--- src/rtl/traffic_light_monitor.sv ---
// rtl/traffic_light_monitor.sv - passive phase tracker and safety checker for the intersection light outputs
//
// Purpose: samples the highway / small-road light codes and the small-road
// sensor, reconstructs the controller phase, checks phase ordering, minimum
// yellow time and sensor-consistent phase changes, latches the first error and
// counts completed SY->HG service cycles.
//
// Ports:
//   clk          system clock, rising-edge sampling
//   clr          asynchronous active-high clear
//   highway      highway light code    (0=RED 1=YELLOW 2=GREEN 3=illegal)
//   small_road   small-road light code (same encoding)
//   sensor       small-road vehicle sensor
//   phase        tracked phase (0=INIT 1=HG 2=HY 3=AR 4=SG 5=SY)
//   dwell        cycles spent in current phase, saturating
//   cycle_count  completed SY->HG cycles, wrapping
//   err          sticky error flag
//   err_code     first error (0=none 1=COMBO 2=TRANSITION 3=SHORT_YELLOW 4=SENSOR)

module traffic_light_monitor #(
  parameter int MIN_YELLOW = 2,
  parameter int CNT_W      = 8
) (
  input  logic             clk,
  input  logic             clr,
  input  logic [1:0]       highway,
  input  logic [1:0]       small_road,
  input  logic             sensor,
  output logic [2:0]       phase,
  output logic [CNT_W-1:0] dwell,
  output logic [CNT_W-1:0] cycle_count,
  output logic             err,
  output logic [2:0]       err_code
);

  typedef enum logic [2:0] {
    P_INIT = 3'd0,
    P_HG   = 3'd1,
    P_HY   = 3'd2,
    P_AR   = 3'd3,
    P_SG   = 3'd4,
    P_SY   = 3'd5
  } phase_t;

  localparam logic [1:0] L_RED    = 2'd0;
  localparam logic [1:0] L_YELLOW = 2'd1;
  localparam logic [1:0] L_GREEN  = 2'd2;

  localparam logic [2:0] E_NONE   = 3'd0;
  localparam logic [2:0] E_COMBO  = 3'd1;
  localparam logic [2:0] E_TRANS  = 3'd2;
  localparam logic [2:0] E_SHORT  = 3'd3;
  localparam logic [2:0] E_SENSOR = 3'd4;

  localparam logic [CNT_W-1:0] ONE     = {{(CNT_W-1){1'b0}}, 1'b1};
  localparam logic [CNT_W-1:0] ALL_ONE = {CNT_W{1'b1}};

  phase_t           state, state_n;
  logic [CNT_W-1:0] dwell_n, cycle_n;
  logic             err_n;
  logic [2:0]       code_n;
  logic             sensor_d;

  // Decoded light pair
  phase_t dec;
  logic   combo_ok;

  always_comb begin
    dec      = P_INIT;
    combo_ok = 1'b1;
    case ({highway, small_road})
      {L_GREEN,  L_RED}:    dec = P_HG;
      {L_YELLOW, L_RED}:    dec = P_HY;
      {L_RED,    L_RED}:    dec = P_AR;
      {L_RED,    L_GREEN}:  dec = P_SG;
      {L_RED,    L_YELLOW}: dec = P_SY;
      default:              combo_ok = 1'b0;
    endcase
  end

  // The only legal successor of each tracked phase
  phase_t succ;

  always_comb begin
    succ = P_INIT;
    case (state)
      P_HG:    succ = P_HY;
      P_HY:    succ = P_AR;
      P_AR:    succ = P_SG;
      P_SG:    succ = P_SY;
      P_SY:    succ = P_HG;
      default: succ = P_INIT;
    endcase
  end

  logic e_combo, e_trans, e_short, e_sensor, any_err;
  logic short_yellow;

  // Widened compare keeps MIN_YELLOW=0 meaningful (never short)
  assign short_yellow = 32'(dwell) < 32'(MIN_YELLOW);

  always_comb begin
    state_n  = state;
    dwell_n  = dwell;
    cycle_n  = cycle_count;
    e_combo  = 1'b0;
    e_trans  = 1'b0;
    e_short  = 1'b0;
    e_sensor = 1'b0;

    if (!combo_ok) begin
      e_combo = 1'b1;
    end else if (state == P_INIT) begin
      // Waiting to resync: only HG gets the tracker going
      if (dec == P_HG) begin
        state_n = P_HG;
        dwell_n = ONE;
      end else begin
        dwell_n = '0;
      end
    end else if (dec == state) begin
      if (dwell != ALL_ONE)
        dwell_n = dwell + ONE;
    end else if (dec == succ) begin
      if ((state == P_HY || state == P_SY) && short_yellow)
        e_short = 1'b1;
      if (state == P_HG && !sensor_d)
        e_sensor = 1'b1;
      if (state == P_SG && sensor_d)
        e_sensor = 1'b1;
      state_n = dec;
      dwell_n = ONE;
      if (state == P_SY)
        cycle_n = cycle_count + ONE;
    end else begin
      e_trans = 1'b1;
    end

    any_err = e_combo | e_trans | e_short | e_sensor;

    if (any_err) begin
      state_n = P_INIT;
      dwell_n = '0;
      cycle_n = cycle_count;
    end

    err_n  = err | any_err;
    code_n = err_code;
    if (!err) begin
      if      (e_combo)  code_n = E_COMBO;
      else if (e_trans)  code_n = E_TRANS;
      else if (e_short)  code_n = E_SHORT;
      else if (e_sensor) code_n = E_SENSOR;
      else               code_n = E_NONE;
    end
  end

  always_ff @(posedge clk or posedge clr) begin
    if (clr) begin
      state       <= P_INIT;
      dwell       <= '0;
      cycle_count <= '0;
      err         <= 1'b0;
      err_code    <= E_NONE;
      sensor_d    <= 1'b0;
    end else begin
      state       <= state_n;
      dwell       <= dwell_n;
      cycle_count <= cycle_n;
      err         <= err_n;
      err_code    <= code_n;
      sensor_d    <= sensor;
    end
  end

  assign phase = state;

endmodule

--- config.mk ---
export PLATFORM = sky130hd
export DESIGN_NAME = traffic_light_monitor
export DESIGN_NICKNAME = d
export VERILOG_FILES = /design/src/rtl/traffic_light_monitor.sv
export SDC_FILE = /design/constraint.sdc
export NUM_CORES = 1
export LEC_CHECK = 0
export ABC_AREA = 1
export CORE_MARGIN = 2
export CORE_UTILIZATION = 25
export DETAILED_ROUTE_END_ITERATION = 7
export GPL_TIMING_DRIVEN = 0
export PLACE_DENSITY = 0.42
export SYNTH_ARGS = -nofsm -noshare
export SYNTH_HDL_FRONTEND = slang
export SYNTH_SLANG_ARGS = --single-unit
--- constraint.sdc ---
create_clock -name clk -period 2.6 [get_ports clk]
set_input_delay 0.78 -clock clk [delete_from_list [all_inputs] [get_ports clk]]
set_output_delay 0.78 -clock clk [all_outputs]
set_load 0.02 [all_outputs]
* After elaboration in Yosys (flattened, before gate mapping)
Index checks and enable logic that the tools add are counted.
Widths: inputs -> output; s select.
** Word-level totals
- Flip-flop bits (word level) :: 24
- Latch bits :: 0
- Bits in writable memories :: 0
- Bits in read-only memories :: 0
- Bits of input ports :: 7
- Output and inout bits :: 23
- Logic and storage cells :: 82
- Memories :: 0
** Cells by class
- Add/sub/neg operators :: 2
- Multiply operators :: 0
- Divide/modulo/power cells :: 0
- $lt $le $gt $ge :: 1
- Eq/ne operators :: 16
- Shifts and indexed selects :: 0
- Mux-type cells :: 36
- Bitwise logic cells :: 7
- Reductions and logical operators :: 14
** Operators by type and width (count)
- $mux 8 :: 6
- $mux 3 :: 10
- $pmux 3 s5 :: 2
- $mux 1 :: 18
- $add 8x1->8 const B :: 2
- $lt 8x2->1 const B :: 1
- $ne 8x8->1 const B :: 1
- $eq 3x1->1 const B :: 2
- $eq 3x2->1 const B :: 2
- $eq 3x3->1 :: 2
- $eq 3x3->1 const B :: 2
- $reduce_and 6->1 :: 1
- $reduce_or 5->1 :: 1
- $eq 4x1->1 const B :: 1
- $eq 4x2->1 const B :: 1
- $eq 4x3->1 const B :: 1
- $eq 4x4->1 const B :: 1
- $logic_not 4->1 :: 1
- $ne 4x3->1 const B :: 1
- $or 1x1->1 :: 4
- $reduce_and 4->1 :: 1
- $reduce_bool 4->1 :: 1
- $logic_and 1x1->1 :: 3
- $logic_not 3->1 :: 1
- other kinds (8) :: 10

* Longest topological paths before layout
- Word-level depth :: 12
- Depth in mapped cells :: 17
- Depth with buffers taken out :: 16

* Least setup slack after synthesis
No wires, ideal clock.
- Kind :: reg-to-reg
- From :: reg state[1], in the netlist phase[1]
- To :: reg cycle_count[3]
- Library setup time :: 121 ps
- Data arrival time :: 2050 ps
- Path slack :: 430 ps
- Cell stages (with the launch flop) :: 16
- Buffers on the path :: 1
- Clock period less this slack :: 2170 ps
- Cell sequence :: dfrtp_1 inv_1 ha_1 inv_1 nand3_1 nand3_1 nand2_1 nor2_2 nand2_2 nand2_2 nand3_2 nor2_4 nand2_2 buf_6 o21ai_1 nand2_1
** On the way
- Cells in the longest elaborated chain, start to end :: 12
- Elaborated cells between the ends (all ways) :: 35
** Ends and longest elaborated chain
- from (decl) :: line 58 : phase_t state, state_n;
- from (signal assigned) :: line 167 : state <= state_n;
- $eq 3x3->1 (tied with other cells) :: line 86, 125, 133
- $pmux 3 s5 / $logic_or 1x1->1 (equally long branches) :: line 86, 125
- $eq 3x3->1 / $logic_and 1x1->1 (equally long branches) :: line 124, 125
- $mux 1 (on tied branches) :: line 124, 125
- $mux 1 (on tied branches) :: line 121, 124
- $mux 1 (on tied branches) :: line 113, 121
- $mux 1 (on tied branches) :: line 111, 113
- $or 1x1->1 / $mux 1 (equally long branches) :: line 139, 111
- $or 1x1->1 (2 in series) :: line 139 : any_err = e_combo | e_trans | e_short | e_sensor;
- $not 1->1 (no line)
- $reduce_and 6->1 (no line) *
- to (signal assigned) :: line 169 : cycle_count <= cycle_n;
- to (decl) :: line 31 : output logic [CNT_W-1:0] cycle_count,
Every way passes the cells marked *; elsewhere a longest branch is shown, timed or not.
A chain may end at the register's enable or synchronous reset.

* Worst setup path after layout
Same ends and word-level chain as after synthesis.

==> impl_results.md <==
* Status: complete, no violations
* Root buffer cell: clkbuf_8
* RSZ-0062 raised after global routing: no
* Fraction of layout cells with a size suffix above 1 at 11.16%
* Mux contribution to synthesized area at 0%
* Fill cells at 647
* Die ar. at 6831 um2
* Vias/cell at 4.396
* Layout Nets at 262
* Rel. slew slack at between 30% and 40%
* Skew-Pair Late Insertion Delay at about 0.26 ns
* Final WS setup at 0.3239 ns
* Routed wire length at 3593 um
* Multi-input logic area at 847.1 um2
* Initial core utilization at 25.97%
* CP max stage delay at 0.47 ns
* # DRC at 0
* Main combinational cell family by area after synthesis: simple AND/OR/NAND/NOR gates
* Final antenna diode count at 0
* Worst slew pin tran at 0.9530 ns
* Clock-pin slew on the worst setup and hold paths at 0.09 ns
* Fraction of registers with async set/reset at 100.0%
* FP Rows at 28
* DRT iter0 DRCs at 68
* Height of the die at 82.65 um
* Via count at 1433
* Max cap viols at 0
* Total power per unit cell area at 549.5 nW/um2
* Worst Hold End: err_code[2]
* Clk sinks at 24
* Adder-cell share of the synthesized area at around 2.4%
* Hold Path Origin: err_code[2]
* CTS tree: done
* Post-CTS Hold Fix Bufs at 0
* RR Endpoint: cycle_count[3]
* Clk_skew at approximately 0.0025 ns
* Slowest CP cell: dfrtp_1
* Critical Path AT at roughly 2.4 ns
* Main synth FF type: dfrtp_1
* Crit path top cell by count: nand2_2
* XOR/XNOR share of the synthesized area at 3.964%
* Routed WL per cell at about 11 um
* Final period util at 87.54%
* Vias in the first global route at 1375
* GP Congestion at about 0.81
* Worst path cell trace: inv_1 > ha_1 > inv_1 > nand3_1 > nand3_1 > nand2_1 > nor2_2 > nand2_2 > nand2_2 > nand3_2 > nor2_4 > nand2_2 > buf_6 > o21ai_1 > nand2_1
* Core area at 5956 um2
* Post-route minimum period at 2.276 ns
* Synth Area in Compound Gates at roughly 6.1%
* Startpoint types: flip-flop
* Total Neg Setup Slack at 0 ns
* Setup violations, final at 0
* Syn Nets at 227
* WS Path Type: flip-flop to flip-flop
* Pleak at about 0.97 nW
* Synth warn at 0
* Register area at between 600 and 700 um2
* Die Span X at ~83 um
* Initial DRT Pass Iterations at 4
* Synthesized area at 1546 um2
* Number of synthesized flops with an enable pin at 0
* Worst min path class: flip-flop to flip-flop
* Cells after Synth at 217
* Worst hold slack at 0.4794 ns
* Sequential-to-total area share from yosys stat at 38.83%
* WP data required at 2.76 ns
* R2r setup slk at 0.32 ns
* Critical path capture point type: flip-flop
* Final HPWL DP at 2768 um
* Maximum vdd drop at 0.2241 mV
* Final ANT Viol Nets at 0
* I/O Buffers at 29
* Top delay family on crit path: simple AND/OR/NAND/NOR gates
* R2R cell count at 15
* FF-to-FF Start: phase[1]
* Tot GR Track Use at between 10% and 20%
* Worst-path fanout max at 10
* Buf+Inv Stages, Crit Path at 3
* First-pass GRT wire length at 6216 um
* Place WS at -0.3456 ns
* P&R area growth vs syn at 31.88%
* Initial antenna violation count at 0
* Fmax at 439.3 MHz
* Simple-gate share of the synthesized area at 39.97%
* Io pins at 30
* Unique masters post-synth at 25
* WHS Path Cells at 2
* Largest net degree at the start of global routing at 25
* H-tree depth at 1
* Synthesis-stage register bit count at 24
* GRT overflow at 0
* Max Transition Viols Final at 0
* Cts bufs inserted at 3
* Clk buf depth at 2
* Final Hold Violating Endpoints at 0
* Syn Area/Cell at 7.127 um2
worst register-to-register path: stages, from the launching register on:
cell and delay, ns:
dfrtp_1 0.47, inv_1 0.14, ha_1 0.33, inv_1 0.06
nand3_1 0.09, nand3_1 0.11, nand2_1 0.07, nor2_2 0.11
nand2_2 0.10, nand2_2 0.07, nand3_2 0.09, nor2_4 0.15
nand2_2 0.08, buf_6 0.14, o21ai_1 0.11, nand2_1 0.06
cells in the final DEF, fill, tap and decap left out, drive strengths merged:
master         instances
nand3                 23
o21bai                 1
dfrtp                 24
xor2                   4
ha                     3
a31oi                  2
nand4                  7
and2                   1
o311ai                 1
clkdlybuf4s50         25
clkbuf                 4
buf                    3
nor4                   1
nand2                 66
dlymetal6s2s           4
nor2                  30
xnor2                  3
nor3                   6
inv                   30
a21oi                  3
o21ai                 10
cell type report:
class	instances	area share, %
plain buffers	2	1.104
clock buffers	4	2.699
inverters	30	5.521
multi-input cells	161	41.53
flip-flops and latches	24	29.45
well taps	75	4.601
repair buffers	30	15.09
Yosys cell counts, types with 2 or more instances:
cell type   n  area [um2]
ha_1        3       37.54
inv_1      28       105.1
nand4_1     6       37.54
xor2_1      4       35.03
nand3_2     3       30.03
a31oi_1     2       12.51
nand3_1    20       100.1
xnor2_1     3       26.28
nor2_2      4       25.02
a21oi_1     3       15.01
nor2_1     24       90.09
nand2_2     4       25.02
nor3_1      6       30.03
nand2_1    62       232.7
nor2_4      2       22.52
o21ai_1     3       15.01
dfrtp_1    24       600.6
inv_2       2       7.510
buf_6       2       22.52
o21ai_0     7       35.03
stage by stage:
stage          power (mW)  std cells  area (um2)  util [%]
2_1_floorplan      0.7201        217        1546         -
3_5_place_dp       0.8417        321        1931     32.42
6_report            1.121        326        2039     34.24
4_1_cts             1.116        325        1993     33.47
5_1_grt             1.208        326        2039     34.24
3_3_place_gp       0.8437        321        1931     32.42
cells by family after synthesis:
group           after synthesis
flops                        24
buf+inv                      32
fa+ha+maj                     3
xor+xnor                      7
compound gates               17
simple gates                134
power by group:
group          internal, mW  switching (mW)  leakage (nW)
Sequential            0.398          0.0296         0.302
Clock                 0.135           0.121        0.0288
Combinational         0.170           0.267         0.636
Total                 0.703           0.417         0.967
how the worst max path moves through the flow:
stage                        startpoint        endpoint  slack, ns  depth (start not counted)
final                          phase[1]  cycle_count[3]       0.32                         15
after global routing           phase[1]  cycle_count[3]       0.12                         15
after CTS                 small_road[1]  cycle_count[3]      0.007                         15
after detailed placement  small_road[1]  cycle_count[3]      -0.35                         16
after global placement    small_road[1]  cycle_count[3]      -0.37                         16
after floorplan                phase[1]  cycle_count[3]       0.43                         15
flip-flops by register name, indices dropped and copies added, names as in the netlist:
name and cells:
cycle_count 8, dwell 8, err_code 3, phase 3, err 1, sensor_d 1
repair_timing:
action / in CTS / in global routing
resized for setup: 2 / 11
endpoints found under the setup margin: 7 / 17
pin swaps: 0 / 3
buffers inserted: 0 / 1
layer usage:
layer	GRT usage, %	share of wire (%)
met5	0	0
met4	1.967	0.53
met3	3.043	3.8
met2	19.03	45
met1	15.49	51
Power figures use the tool's default switching activity.
